==> src/rtl/cnn_pool_pkg.sv <==
// cnn_pool_pkg: shared compare, sizing and width helpers for the pooling engine
package cnn_pool_pkg;

    localparam int MAX_W = 64;

    function automatic int clog2(input int n);
        int r;
        for (r = 1; (1 << r) < n; r++) begin
        end
        return r;
    endfunction

    function automatic int lb_depth(input int img_w);
        return img_w / 2;
    endfunction

    function automatic logic [MAX_W-1:0] max2(input logic [MAX_W-1:0] a, input logic [MAX_W-1:0] b,
                                               input logic is_signed);
        return (is_signed ? ($signed(a) >= $signed(b)) : (a >= b)) ? a : b;
    endfunction

endpackage

==> src/rtl/pool_line_buffer.sv <==
// pool_line_buffer: one row of horizontal pair maxima, sync write and async read at the same index
module pool_line_buffer #(
    parameter int DATA_W = 16,
    parameter int DEPTH  = 14,
    parameter int AW     = 4
) (
    input  logic              clk,
    input  logic              i_we,
    input  logic [AW-1:0]     i_idx,
    input  logic [DATA_W-1:0] i_wdata,
    output logic [DATA_W-1:0] o_rdata
);

    logic [DATA_W-1:0] r_mem [DEPTH];

    // store the even-row pair maximum; contents survive reset so no reset branch
    always_ff @(posedge clk) begin
        if (i_we) r_mem[i_idx] <= i_wdata;
    end

    assign o_rdata = r_mem[i_idx];

endmodule

==> src/rtl/max_pool_stream.sv <==
// max_pool_stream: streaming 2x2 stride-2 max pooling with valid/ready on both sides
module max_pool_stream
    import cnn_pool_pkg::*;
#(
    parameter int DATA_W = 16,
    parameter int IMG_W  = 28,
    parameter int IMG_H  = 28,
    parameter bit SIGNED = 1'b0
) (
    input  logic              clk,
    input  logic              rst,
    input  logic              clear,
    input  logic              in_valid,
    output logic              in_ready,
    input  logic [DATA_W-1:0] in_data,
    output logic              out_valid,
    input  logic              out_ready,
    output logic [DATA_W-1:0] out_data,
    output logic              out_last
);

    localparam int LB_DEPTH = lb_depth(IMG_W);
    localparam int CW       = clog2(IMG_W);
    localparam int RW       = clog2(IMG_H);
    localparam int AW       = clog2(LB_DEPTH);

    if ((IMG_W % 2) != 0 || (IMG_H % 2) != 0 || IMG_W < 2 || IMG_H < 2 || DATA_W < 1 || DATA_W > MAX_W)
    begin : g_bad_param
        $error("max_pool_stream: IMG_W/IMG_H must be even and >= 2, DATA_W must be 1..64");
    end

    // widen to the package compare width, sign-extending only in signed mode
    function automatic logic [MAX_W-1:0] ext(input logic [DATA_W-1:0] v);
        return SIGNED ? MAX_W'($signed(v)) : MAX_W'(v);
    endfunction

    function automatic logic [DATA_W-1:0] pmax(input logic [DATA_W-1:0] a, input logic [DATA_W-1:0] b);
        logic [MAX_W-1:0] m;
        m = max2(ext(a), ext(b), SIGNED);
        return m[DATA_W-1:0];
    endfunction

    logic [CW-1:0]     r_col;
    logic [RW-1:0]     r_row;
    logic [DATA_W-1:0] r_pair;
    logic              r_out_valid;
    logic [DATA_W-1:0] r_out_data;
    logic              r_out_last;

    logic              w_acc;
    logic              w_col_last;
    logic              w_row_last;
    logic              w_emit;
    logic              w_lb_we;
    logic [AW-1:0]     w_idx;
    logic [DATA_W-1:0] w_lb_rd;
    logic [DATA_W-1:0] w_hmax;
    logic [DATA_W-1:0] w_vmax;

    assign in_ready   = ~clear & (~r_out_valid | out_ready);
    assign w_acc      = in_valid & in_ready;
    assign w_col_last = r_col == CW'(IMG_W - 1);
    assign w_row_last = r_row == RW'(IMG_H - 1);
    assign w_emit     = w_acc & r_col[0] & r_row[0];
    assign w_lb_we    = w_acc & r_col[0] & ~r_row[0];
    assign w_idx      = AW'(r_col >> 1);
    assign w_hmax     = pmax(r_pair, in_data);
    assign w_vmax     = pmax(w_lb_rd, w_hmax);

    assign out_valid  = r_out_valid;
    assign out_data   = r_out_data;
    assign out_last   = r_out_last;

    pool_line_buffer #(
        .DATA_W (DATA_W),
        .DEPTH  (LB_DEPTH),
        .AW     (AW)
    ) u_line_buffer (
        .clk     (clk),
        .i_we    (w_lb_we),
        .i_idx   (w_idx),
        .i_wdata (w_hmax),
        .o_rdata (w_lb_rd)
    );

    // raster counters, pair register and the output register with its handshake
    always_ff @(posedge clk or posedge rst) begin
        if (rst) begin
            r_col       <= '0;
            r_row       <= '0;
            r_pair      <= '0;
            r_out_valid <= 1'b0;
            r_out_data  <= '0;
            r_out_last  <= 1'b0;
        end else if (clear) begin
            r_col       <= '0;
            r_row       <= '0;
            r_pair      <= '0;
            r_out_valid <= 1'b0;
            r_out_data  <= '0;
            r_out_last  <= 1'b0;
        end else begin
            if (w_acc) begin
                r_col <= w_col_last ? '0 : r_col + CW'(1);
                if (w_col_last) r_row <= w_row_last ? '0 : r_row + RW'(1);
                if (!r_col[0]) r_pair <= in_data;
            end
            if (w_emit) begin
                r_out_valid <= 1'b1;
                r_out_data  <= w_vmax;
                r_out_last  <= w_row_last & w_col_last;
            end else if (r_out_valid && out_ready) begin
                r_out_valid <= 1'b0;
                r_out_last  <= 1'b0;
            end
        end
    end

endmodule
==> config.mk <==
export PLATFORM = sky130hd
export DESIGN_NAME = max_pool_stream
export DESIGN_NICKNAME = d
export VERILOG_FILES = /design/src/rtl/cnn_pool_pkg.sv /design/src/rtl/pool_line_buffer.sv /design/src/rtl/max_pool_stream.sv
export SDC_FILE = /design/constraint.sdc
export NUM_CORES = 1
export LEC_CHECK = 0
export BUFFER_PORTS_ARGS = -buffer_cell sky130_fd_sc_hd__buf_2
export CAP_MARGIN = 0
export CORE_AREA = 2 2 213 163
export CTS_BUF_LIST = sky130_fd_sc_hd__clkbuf_2
export DETAILED_ROUTE_END_ITERATION = 7
export DIE_AREA = 0 0 215 165
export GPL_ROUTABILITY_DRIVEN = 1
export PLACE_DENSITY = 0.53
export REMOVE_ABC_BUFFERS = 1
export SYNTH_ARGS = -nofsm -noshare
export SYNTH_HDL_FRONTEND = slang
export SYNTH_SLANG_ARGS = --single-unit
==> constraint.sdc <==
create_clock -name clk -period 5 [get_ports clk]
set_input_delay 1 -clock clk [delete_from_list [all_inputs] [get_ports clk]]
set_output_delay 1 -clock clk [all_outputs]
set_load 0.02 [all_outputs]
==> results of run 1 <==
## area by class of cell
cell class	count	area [µm²]
Antenna cell	1	2.50
Clock buffer	100	500
Clock inverter	11	93.8
Fill cell	3195	20100
Inverter	57	214
Multi-Input combinational cell	378	3420
Sequential cell	268	7830
Tap cell	450	563
Timing Repair Buffer	77	480
## worst min path at each step
stage,slack [ns],start,end,cells past startpoint
after detailed placement,0.53,r_pair[10],r_pair[10],2
final,0.41,rst,r_pair[1],2
after global placement,0.52,r_pair[9],r_pair[9],2
after global routing,0.30,in_data[4],r_pair[4],3
after CTS,0.31,in_data[2],r_pair[2],3
after floorplan,0.50,r_pair[10],r_pair[10],2
## layer usage
metal,share of wire,GRT usage,vias to the layer above,wire [µm]
li1,-,-,3129,-
met1,0.49,0.242,3507,14100
met2,0.43,0.237,226,12300
met3,0.063,0.0425,45,1800
met4,0.015,0.0495,2,438
met5,0.00045,0,-,13
## metrics by stage
stage          utilization  power [mW]
2_1_floorplan            -        2.76
3_3_place_gp         0.376        2.88
3_5_place_dp         0.376        2.88
4_1_cts              0.394        4.39
5_1_grt              0.394        4.55
6_report             0.394        4.33
## cells in the final DEF (no fill, tap or decap), types with 2 or more instances in the layout
master     instances
nand3_1           10
bufinv_16          2
nor2b_1            2
nand2_1           53
nor2_1            11
o221ai_1          16
nand4b_1           2
o21ai_0           22
buf_2             39
inv_2              4
a21oi_1           42
inv_1             55
nor2_2            14
a22oi_1           17
nand4_1            6
dfrtp_1           42
mux2_2            16
edfxtp_1         224
or4_1              2
nand2b_1           3
and2_1             5
o31ai_1            2
a31oi_1            2
ha_1              33
mux4_2            47
or3_1              2
clkinv_1           7
nor3_1             3
mux2i_1           34
o22ai_1           15
buf_4             38
clkbuf_2         100
## Yosys cell counts (all sizes together) (2+ instances only)
| cell | count | area, µm² |
|---|---|---|
| mux2 | 16 | 180 |
| or3 | 2 | 12.5 |
| buf | 14 | 72.6 |
| ha | 33 | 413 |
| nand2 | 53 | 199 |
| o31ai | 2 | 15.0 |
| a21oi | 43 | 215 |
| a22oi | 17 | 128 |
| and2 | 5 | 31.3 |
| nor2 | 25 | 93.8 |
| edfxtp | 224 | 6730 |
| nand3 | 10 | 50.1 |
| nand2b | 3 | 18.8 |
| nor2b | 2 | 12.5 |
| o21ai | 22 | 110 |
| mux2i | 34 | 340 |
| or4 | 2 | 15.0 |
| mux4 | 47 | 1060 |
| a31oi | 2 | 12.5 |
| nand4 | 6 | 37.5 |
| clkbuf | 20 | 75.1 |
| nand4b | 2 | 17.5 |
| o22ai | 15 | 93.8 |
| dfrtp | 44 | 1100 |
| o221ai | 16 | 140 |
| inv | 56 | 210 |
| nor3 | 4 | 25.0 |
## state kept, by name (all words and copies together), names as in the netlist
signal               flops
out_valid                1
u_line_buffer.r_mem    224
r_row                    5
out_last                 1
r_col                    5
r_pair                  16
out_data                16
## worst max-delay path: stages (launching register included)
cell and delay, ns:
dfrtp_1 0.42, ha_1 0.32, nand4_1 0.22, nor2_1 0.08
o2bb2ai_1 0.15, nor3_2 0.83, buf_4 0.32, mux2i_1 0.42
ha_1 0.25, nand4_1 0.12, nor3_1 0.32, o21ai_0 0.15
o211a_1 0.18, o22ai_1 0.17, buf_4 0.25, a22oi_1 0.10
o221ai_1 0.11
## report_power, final
part	switching, mW	internal (mW)	total (mW)
Sequential	0.0250	2.45	2.48
Combinational	0.210	0.141	0.352
Clock	0.877	0.626	1.50
Total	1.11	3.22	4.33
## kinds of logic after synthesis
| group | after synthesis | synth area share |
|---|---|---|
| AOI/OAI and AO/OA | 129 | 0.0719 |
| adders and majority gates | 33 | 0.0357 |
| buffers and inverters | 91 | 0.0313 |
| DFF | 268 | 0.677 |
| muxes | 97 | 0.137 |
| and+or+nand+nor | 119 | 0.0478 |
==> results.py, run 1 <==
metrics = {
    "global_route": {
        "antenna_found_initial": 2,
        "grt.overflow.total": 0,
        "grt_pass1_vias": 6852,
        "grt_max_degree": 45,
        "grt_use_total": 0.164,
        "grt_pass1_wl_um": 42700,
    },
    "critical_path": {
        "endpoint": "out_data[1]",
        "critical_path_arrival_ns": 5.24,
        "rr_startpoint": "r_pair[15]",
        "r2r-end": "out_data[1]",
        "crit_required_ns": 5.74,
        "startpoint_type": "flip-flop",
        "reg2reg_depth": 16,
        "startpoint": "r_pair[15]",
        "path_class": "reg2reg",
        "critPathCaptureType": "flip-flop",
        "reg2reg_slack_ns": 0.50,
        "critPathMaxFanout": 15,
    },
    "timing": {
        "rsz0062_at_grt": "no",
        "relSlewSlack": 0.314,
        "worstMarginPinSlew_ns": 1.03,
        "finalSetupTns_ns": 0,
        "layout_setup_ws_ns": 0.503,
        "hold_viol_final": 0,
        "layout_min_cycle_time_ns": 4.50,
        "finalSetupViolCount": 0,
        "fmax_mhz": 222,
        "hold-worst-slack_ns": 0.405,
        "skew_ns": 0.0574,
        "maxSlewViolCount": 0,
        "fin_crit_sh": 0.899,
    },
    "finish": {
        "num-nets-final": 904,
        "final_cells": 1342,
        "drive_above_1_share": 0.300,
        "final_area_mm2": 0.0131,
        "area_growth_pct": 13.3,
    },
    "logic_synthesis": {
        "syn_area_mm2": 0.0116,
        "synth.distinct_cells": 48,
        "synth-warning-count": 0,
        "syn_inst": 737,
        "ys_seq_area_frac": 0.677,
        "async_flop_share": 0.164,
        "synth_top_flop_cell": "edfxtp_1",
        "synth_edf_count": 224,
        "syn_avg_cell_area_um2": 15.7,
        "synth.ff_latch_count": 268,
    },
    "clock_network": {
        "holdBufCountCts": 0,
        "htree_levels": 3,
        "clk_pin_slew_worst_paths_ns": 0.11,
        "ctsResizeCount": 0,
        "clock_sinks": 268,
        "worstSkewPairLatency_ns": 0.85,
        "numCtsBuffers": 68,
        "cts_tree": "done",
        "postCtsSetupBuffers": 0,
        "clockBufferDepth": 3,
        "cts_root_buffer": "clkbuf_2",
    },
    "route": {
        "wl_um": 28700,
        "via_count": 6909,
        "detail_route.wl_per_cell_um": 21.4,
        "post-route-drc-count": 0,
        "via_per_inst": 5.15,
        "antenna_left": 0,
        "drt_iter0_drc": 635,
        "first_pass_iters": 5,
    },
    "place": {
        "place_area_mm2": 0.0125,
        "hpwl_um": 18300,
        "post-place-ws_ns": -0.210,
        "dp.cells": 1230,
        "io_buffers": 39,
        "place.gp.congestion": 0.747,
    },
    "pwr": {
        "power_density_mw_per_mm2": 331,
        "cellLeakagePower_nw": 4.90,
        "max-vdd-ir-drop_v": 0.000189,
    },
    "floorplan": {
        "row_count": 58,
        "ioPinCount": 40,
        "dieArea_mm2": 0.0355,
        "die-height_um": 165,
        "fp.dieW_um": 215,
        "initial_core_util": 0.348,
        "fp.coreArea_mm2": 0.0332,
    },
    "run": {
        "cap_viol_max_count": 0,
    },
    "worst_hold_path": {
        "min_path_type": "in2async",
    },
    "outcome": {
        "status": "completed",
    },
}
Power figures use the tool's default switching activity.
==> run 2: changes to the inputs <==
--- a/config.mk
+++ b/config.mk
@@ -12,8 +12,7 @@
 export DETAILED_ROUTE_END_ITERATION = 7
 export DIE_AREA = 0 0 215 165
 export GPL_ROUTABILITY_DRIVEN = 1
-export PLACE_DENSITY = 0.53
-export REMOVE_ABC_BUFFERS = 1
+export PLACE_DENSITY_LB_ADDON = 0.05
 export SYNTH_ARGS = -nofsm -noshare
 export SYNTH_HDL_FRONTEND = slang
 export SYNTH_SLANG_ARGS = --single-unit
==> run 2 against run 1 <==
Largest cell class unchanged. Core utilization increased by 0.57 points. Largest power group unchanged. Register-to-register slack lost 0.27 ns. Worst setup slack worse by 0.27 ns. Critical path type unchanged.
==> results.py, run 2 (same netlist as run 1, synthesis figures left out) <==
metrics = {
    "place": {
        "place.gp.congestion": 0.785,
        "io_buffers": 39,
        "place_area_mm2": 0.0127,
        "dp.cells": 1251,
        "post-place-ws_ns": -0.453,
        "hpwl_um": 19600,
    },
    "timing": {
        "relSlewSlack": 0.238,
        "worstMarginPinSlew_ns": 1.13,
        "hold_viol_final": 0,
        "layout_min_cycle_time_ns": 4.76,
        "maxSlewViolCount": 0,
        "skew_ns": 0.0385,
        "finalSetupTns_ns": 0,
        "fin_crit_sh": 0.953,
        "finalSetupViolCount": 0,
        "rsz0062_at_grt": "no",
        "layout_setup_ws_ns": 0.236,
        "fmax_mhz": 210,
    },
    "route": {
        "wl_um": 31100,
        "wl_met2_um": 14200,
        "highest_layer": "met4",
        "wl_met1_um": 15000,
        "via_count": 6999,
        "antenna_left": 0,
        "detail_route.wl_per_cell_um": 22.7,
        "wl_met3_um": 1430,
        "first_pass_iters": 5,
        "drt_iter0_drc": 565,
        "post-route-drc-count": 0,
        "via_per_inst": 5.11,
    },
    "floorplan": {
        "dieArea_mm2": 0.0355,
        "fp.dieW_um": 215,
        "initial_core_util": 0.348,
        "ioPinCount": 40,
        "row_count": 58,
        "die-height_um": 165,
        "fp.coreArea_mm2": 0.0332,
    },
    "clock_network": {
        "worstSkewPairLatency_ns": 0.89,
        "clockBufferDepth": 3,
        "holdBufCountCts": 0,
        "clk_pin_slew_worst_paths_ns": 0.12,
        "htree_levels": 3,
        "clock_sinks": 268,
        "cts_root_buffer": "clkbuf_2",
        "numCtsBuffers": 70,
        "cts_tree": "done",
    },
    "global_route": {
        "grt_pass1_vias": 7389,
        "grt.overflow.total": 0,
        "grt_use_total": 0.182,
        "antenna_found_initial": 1,
        "grt_max_degree": 45,
        "grt_pass1_wl_um": 46500,
    },
    "pwr": {
        "power_density_mw_per_mm2": 325,
        "max-vdd-ir-drop_v": 0.000164,
        "total_power_mw": 4.32,
        "cellLeakagePower_nw": 5.01,
    },
    "finish": {
        "largest_reg_flops": 224,
        "final_cell_mix": "edfxtp_1, clkbuf_2, buf_4",
        "final_common_cell": "edfxtp_1",
        "drive_above_1_share": 0.315,
        "top_register": "u_line_buffer.r_mem",
        "area_growth_pct": 14.9,
        "num-nets-final": 927,
        "final_cells": 1371,
        "final_area_mm2": 0.0133,
    },
    "critical_path": {
        "critPathCaptureType": "flip-flop",
        "critPathMaxFanout": 11,
        "reg2reg_depth": 16,
        "startpoint_type": "flip-flop",
        "critical_path_arrival_ns": 5.51,
        "crit_required_ns": 5.75,
        "path_class": "reg2reg",
    },
    "outcome": {
        "status": "completed",
    },
    "logic_synthesis": {
        "synth_nets": 791,
    },
    "worst_hold_path": {
        "min_path_type": "in2async",
    },
    "run": {
        "cap_viol_max_count": 0,
    },
}
[run 2: per-layer routing]
layer | vias to the layer above | global-route usage
li1 | 3191 | -
met1 | 3614 | 0.256
met2 | 148 | 0.279
met3 | 46 | 0.0455
met4 | 0 | 0.0552
met5 | - | 0
[run 2: metrics by stage]
step	util	hold slack, ns
after global routing	0.400	0.267
after CTS	0.399	0.231
after floorplan	-	0.495
final	0.400	0.364
after detailed placement	0.382	0.528
after global placement	0.382	0.509
[run 2: worst paths after layout]
path,start,endpoint,slack (ns)
hold reg to reg,out_data[4],out_data[4],0.55
min in group clk,in_data[1],r_pair[1],0.38
hold / removal,rst,r_col[0],0.36
setup / recovery,r_pair[14],out_data[13],0.24
setup reg to reg,r_pair[14],out_data[13],0.24
max in group asynchronous,rst,r_col[1],3.87
[run 2: layout make-up]
type	instances	area, µm²
sequential	268	7830
timing repair buffer	98	663
fill	3197	19900
clock inverter	17	92.6
multi-input combinational	378	3420
antenna	3	7.51
inverter	57	214
tap	450	563
clock buffer	100	500
[run 2: repair_timing]
action | in CTS | in global routing
buffers inserted | 0 | 0
gates resized for setup | 0 | 1
setup endpoints to repair | 0 | 15
[run 2: power by group]
| part | total [mW] | switching [mW] | leakage [nW] | internal, mW |
|---|---|---|---|---|
| logic | 0.370 | 0.218 | 1.92 | 0.152 |
| registers | 2.48 | 0.0246 | 2.62 | 2.45 |
| clock network | 1.48 | 0.892 | 0.470 | 0.583 |
[run 2: worst max-delay path, cell delays in order, from the launching register on]
cell	delay, ns
dfrtp_1	0.42
ha_1	0.31
nand4_1	0.28
or4_1	0.67
a221oi_2	0.41
nor3_4	0.20
buf_4	0.23
mux2i_1	0.30
ha_1	0.33
a21oi_1	0.13
o21ai_0	0.22
o21ai_0	0.24
o211a_1	0.23
o22ai_1	0.14
buf_4	0.18
a22oi_1	0.18
o221ai_1	0.15
==> run 3: changes to the inputs <==
--- a/config.mk
+++ b/config.mk
@@ -7,12 +7,13 @@
 export LEC_CHECK = 0
 export BUFFER_PORTS_ARGS = -buffer_cell sky130_fd_sc_hd__buf_2
 export CAP_MARGIN = 0
-export CORE_AREA = 2 2 213 163
+export CORE_AREA = 2 2 219 167
 export CTS_BUF_LIST = sky130_fd_sc_hd__clkbuf_2
 export DETAILED_ROUTE_END_ITERATION = 7
-export DIE_AREA = 0 0 215 165
+export DIE_AREA = 0 0 221 169
 export GPL_ROUTABILITY_DRIVEN = 1
 export PLACE_DENSITY_LB_ADDON = 0.05
 export SYNTH_ARGS = -nofsm -noshare
 export SYNTH_HDL_FRONTEND = slang
+export SYNTH_HIERARCHICAL = 1
 export SYNTH_SLANG_ARGS = --single-unit
==> run 3 against run 2 <==
Global-route usage is 1.8 points lower. Highest routed layer unchanged. Power is 4.4% higher. Non-clock buffer count is 21 lower. Largest cell class unchanged.
==> results.py, run 3 <==
metrics = {
    "place": {
        "hpwl_um": 19700,
        "place.gp.congestion": 0.805,
        "io_buffers": 39,
        "place_area_mm2": 0.0131,
        "dp.cells": 1281,
    },
    "clock_network": {
        "clockBufferDepth": 3,
        "postCtsSetupBuffers": 0,
        "cts_tree": "done",
        "cts_root_buffer": "clkbuf_2",
        "numCtsBuffers": 69,
        "htree_levels": 3,
        "worstSkewPairLatency_ns": 0.90,
        "clk_pin_slew_worst_paths_ns": 0.12,
        "ctsResizeCount": 0,
        "holdBufCountCts": 0,
        "clock_sinks": 268,
    },
    "floorplan": {
        "die-height_um": 169,
        "dieArea_mm2": 0.0373,
        "ioPinCount": 40,
        "fp.coreArea_mm2": 0.0354,
        "initial_core_util": 0.345,
        "fp.dieW_um": 221,
        "row_count": 60,
    },
    "logic_synthesis": {
        "synth.distinct_cells": 53,
        "synth_commonest_cells": "edfxtp_1, a21oi_1, dfrtp_1",
        "synth.ff_latch_count": 268,
        "synth_nets": 841,
        "ys_seq_area_frac": 0.641,
        "syn_inst": 787,
        "synth_edf_count": 224,
        "syn_avg_cell_area_um2": 15.5,
        "synth_area_leaders": "edfxtp_1, dfrtp_1, mux4_1, mux2i_1, ha_1",
        "synth_top_area_frac": 0.551,
        "synth-warning-count": 6,
        "async_flop_share": 0.164,
        "syn_area_mm2": 0.0122,
        "synth_top_flop_cell": "edfxtp_1",
        "synth_most_common_cell": "edfxtp_1",
        "yosysTopAreaCell": "edfxtp_1",
    },
    "timing": {
        "relSlewSlack": 0.202,
        "hold_viol_final": 0,
        "layout_min_cycle_time_ns": 4.39,
        "worstMarginPinSlew_ns": 1.19,
        "maxSlewViolCount": 0,
        "hold-worst-slack_ns": 0.362,
        "finalSetupTns_ns": 0,
        "fmax_mhz": 228,
        "rsz0062_at_grt": "no",
        "skew_ns": 0.0683,
        "finalSetupViolCount": 0,
        "fin_crit_sh": 0.877,
    },
    "critical_path": {
        "critPathMaxFanout": 16,
        "startpoint_type": "flip-flop",
        "reg2reg_slack_ns": 0.61,
        "slowest_stage": "or3_2",
        "critPathMaxStageDelay_ns": 0.63,
        "crit_path_frequent_cell": "ha_1",
        "crit_family": "compound AO/OA/AOI/OAI gates",
        "cp_cell_sequence": "ha_1, and3_1, o21ai_1, a311oi_4, or3_2, mux2_1, ha_1, nand2b_1, a21oi_1, o311ai_0, a211oi_1, o211ai_4, buf_12, mux2i_1",
        "crit_required_ns": 5.73,
        "critPathCaptureType": "flip-flop",
        "critical_path_arrival_ns": 5.12,
        "path_class": "reg2reg",
        "worstPathBufferInverterCount": 1,
    },
    "global_route": {
        "grt_pass1_wl_um": 45600,
        "grt_max_degree": 49,
        "antenna_found_initial": 2,
        "grt_use_total": 0.164,
        "grt_pass1_vias": 7474,
        "grt.overflow.total": 0,
    },
    "route": {
        "drt_iter0_drc": 424,
        "detail_route.wl_per_cell_um": 21.8,
        "via_per_inst": 5.22,
        "via_count": 7345,
        "wl_um": 30700,
        "post-route-drc-count": 0,
        "first_pass_iters": 5,
        "antenna_left": 0,
    },
    "outcome": {
        "status": "completed",
    },
    "pwr": {
        "max-vdd-ir-drop_v": 0.000171,
        "cellLeakagePower_nw": 5.14,
        "power_density_mw_per_mm2": 327,
    },
    "finish": {
        "area_growth_pct": 13.1,
        "fin_util": 0.390,
        "final_area_mm2": 0.0138,
        "final_cells": 1406,
        "top_register": "u_line_buffer/r_mem",
        "final_common_cell": "edfxtp_1",
        "num-nets-final": 941,
        "largest_reg_flops": 224,
        "final_cell_mix": "edfxtp_1, clkbuf_2, a21oi_1",
        "drive_above_1_share": 0.254,
    },
    "run": {
        "cap_viol_max_count": 0,
    },
    "worst_hold_path": {
        "min_path_type": "in2async",
    },
}
==> run 3: cell types whose count changed after synthesis, sizes merged, moves of 9 or more <==
cell,change
nor2,+18
nand2,-15
o221ai,-16
nor4,+16
a22oi,-17
mux2i,+9
buf,+13
a311oi,+16
a21oi,+14
and2,+12
inv,-34
nand2b,+10
a21o,+20
==> run 3: layout make-up <==
class	instances	area [µm²]
timing repair buffer	77	531
fill	3347	21600
tap	465	582
inverter	22	82.6
antenna	1	2.50
clock buffer	102	510
sequential	268	7830
multi-input combinational	449	4090
clock inverter	22	174
==> run 3: power breakdown <==
part           internal (mW)  switching [mW]  total (mW)
clock network          0.702           0.915        1.62
logic                  0.164           0.245       0.410
registers               2.46          0.0293        2.49
total                   3.33            1.19        4.52
==> run 3: cells by family after synthesis <==
logic type      count (synthesis)  share of synthesized area
flops                         268                      0.641
simple gates                  169                     0.0712
compound gates                139                     0.0739
mux                           108                      0.151
buf+inv                        70                     0.0287
fa+ha+maj                      33                     0.0338
==> run 3: metal layers <==
layer	GRT usage	up-vias	part of all wire
met2	0.260	157	0.47
met1	0.225	3778	0.49
li1	-	3365	-
met4	0.0525	0	0.016
met5	0	-	0
met3	0.0380	45	0.033
==> run 3: worst paths after layout <==
check,from,end,cells past startpoint
setup / recovery,r_pair[2],out_data[10],14
hold / removal,rst,r_pair[12],2
setup reg to reg,r_pair[2],out_data[10],14
hold reg to reg,out_last,out_last,2
max in group asynchronous,rst,r_col[1],2
min in group clk,in_data[9],r_pair[9],3
==> run 3: per-stage QoR <==
stage | setup slack, ns | power, mW
floorplan | 0.289 | 2.81
global placement | 0.0217 | 2.94
detailed placement | 0.0427 | 2.95
CTS | 0.671 | 4.61
global route | 0.469 | 4.75
finish | 0.613 | 4.52
==> run 3: worst reg2reg max path, cell delays in order, from the launching register on <==
cell      delay (ns)
dfrtp_1         0.51
ha_1            0.34
and3_1          0.18
o21ai_1         0.26
a311oi_4        0.14
or3_2           0.63
mux2_1          0.40
ha_1            0.28
nand2b_1        0.15
a21oi_1         0.35
o311ai_0        0.19
a211oi_1        0.34
o211ai_4        0.13
buf_12          0.19
mux2i_1         0.14
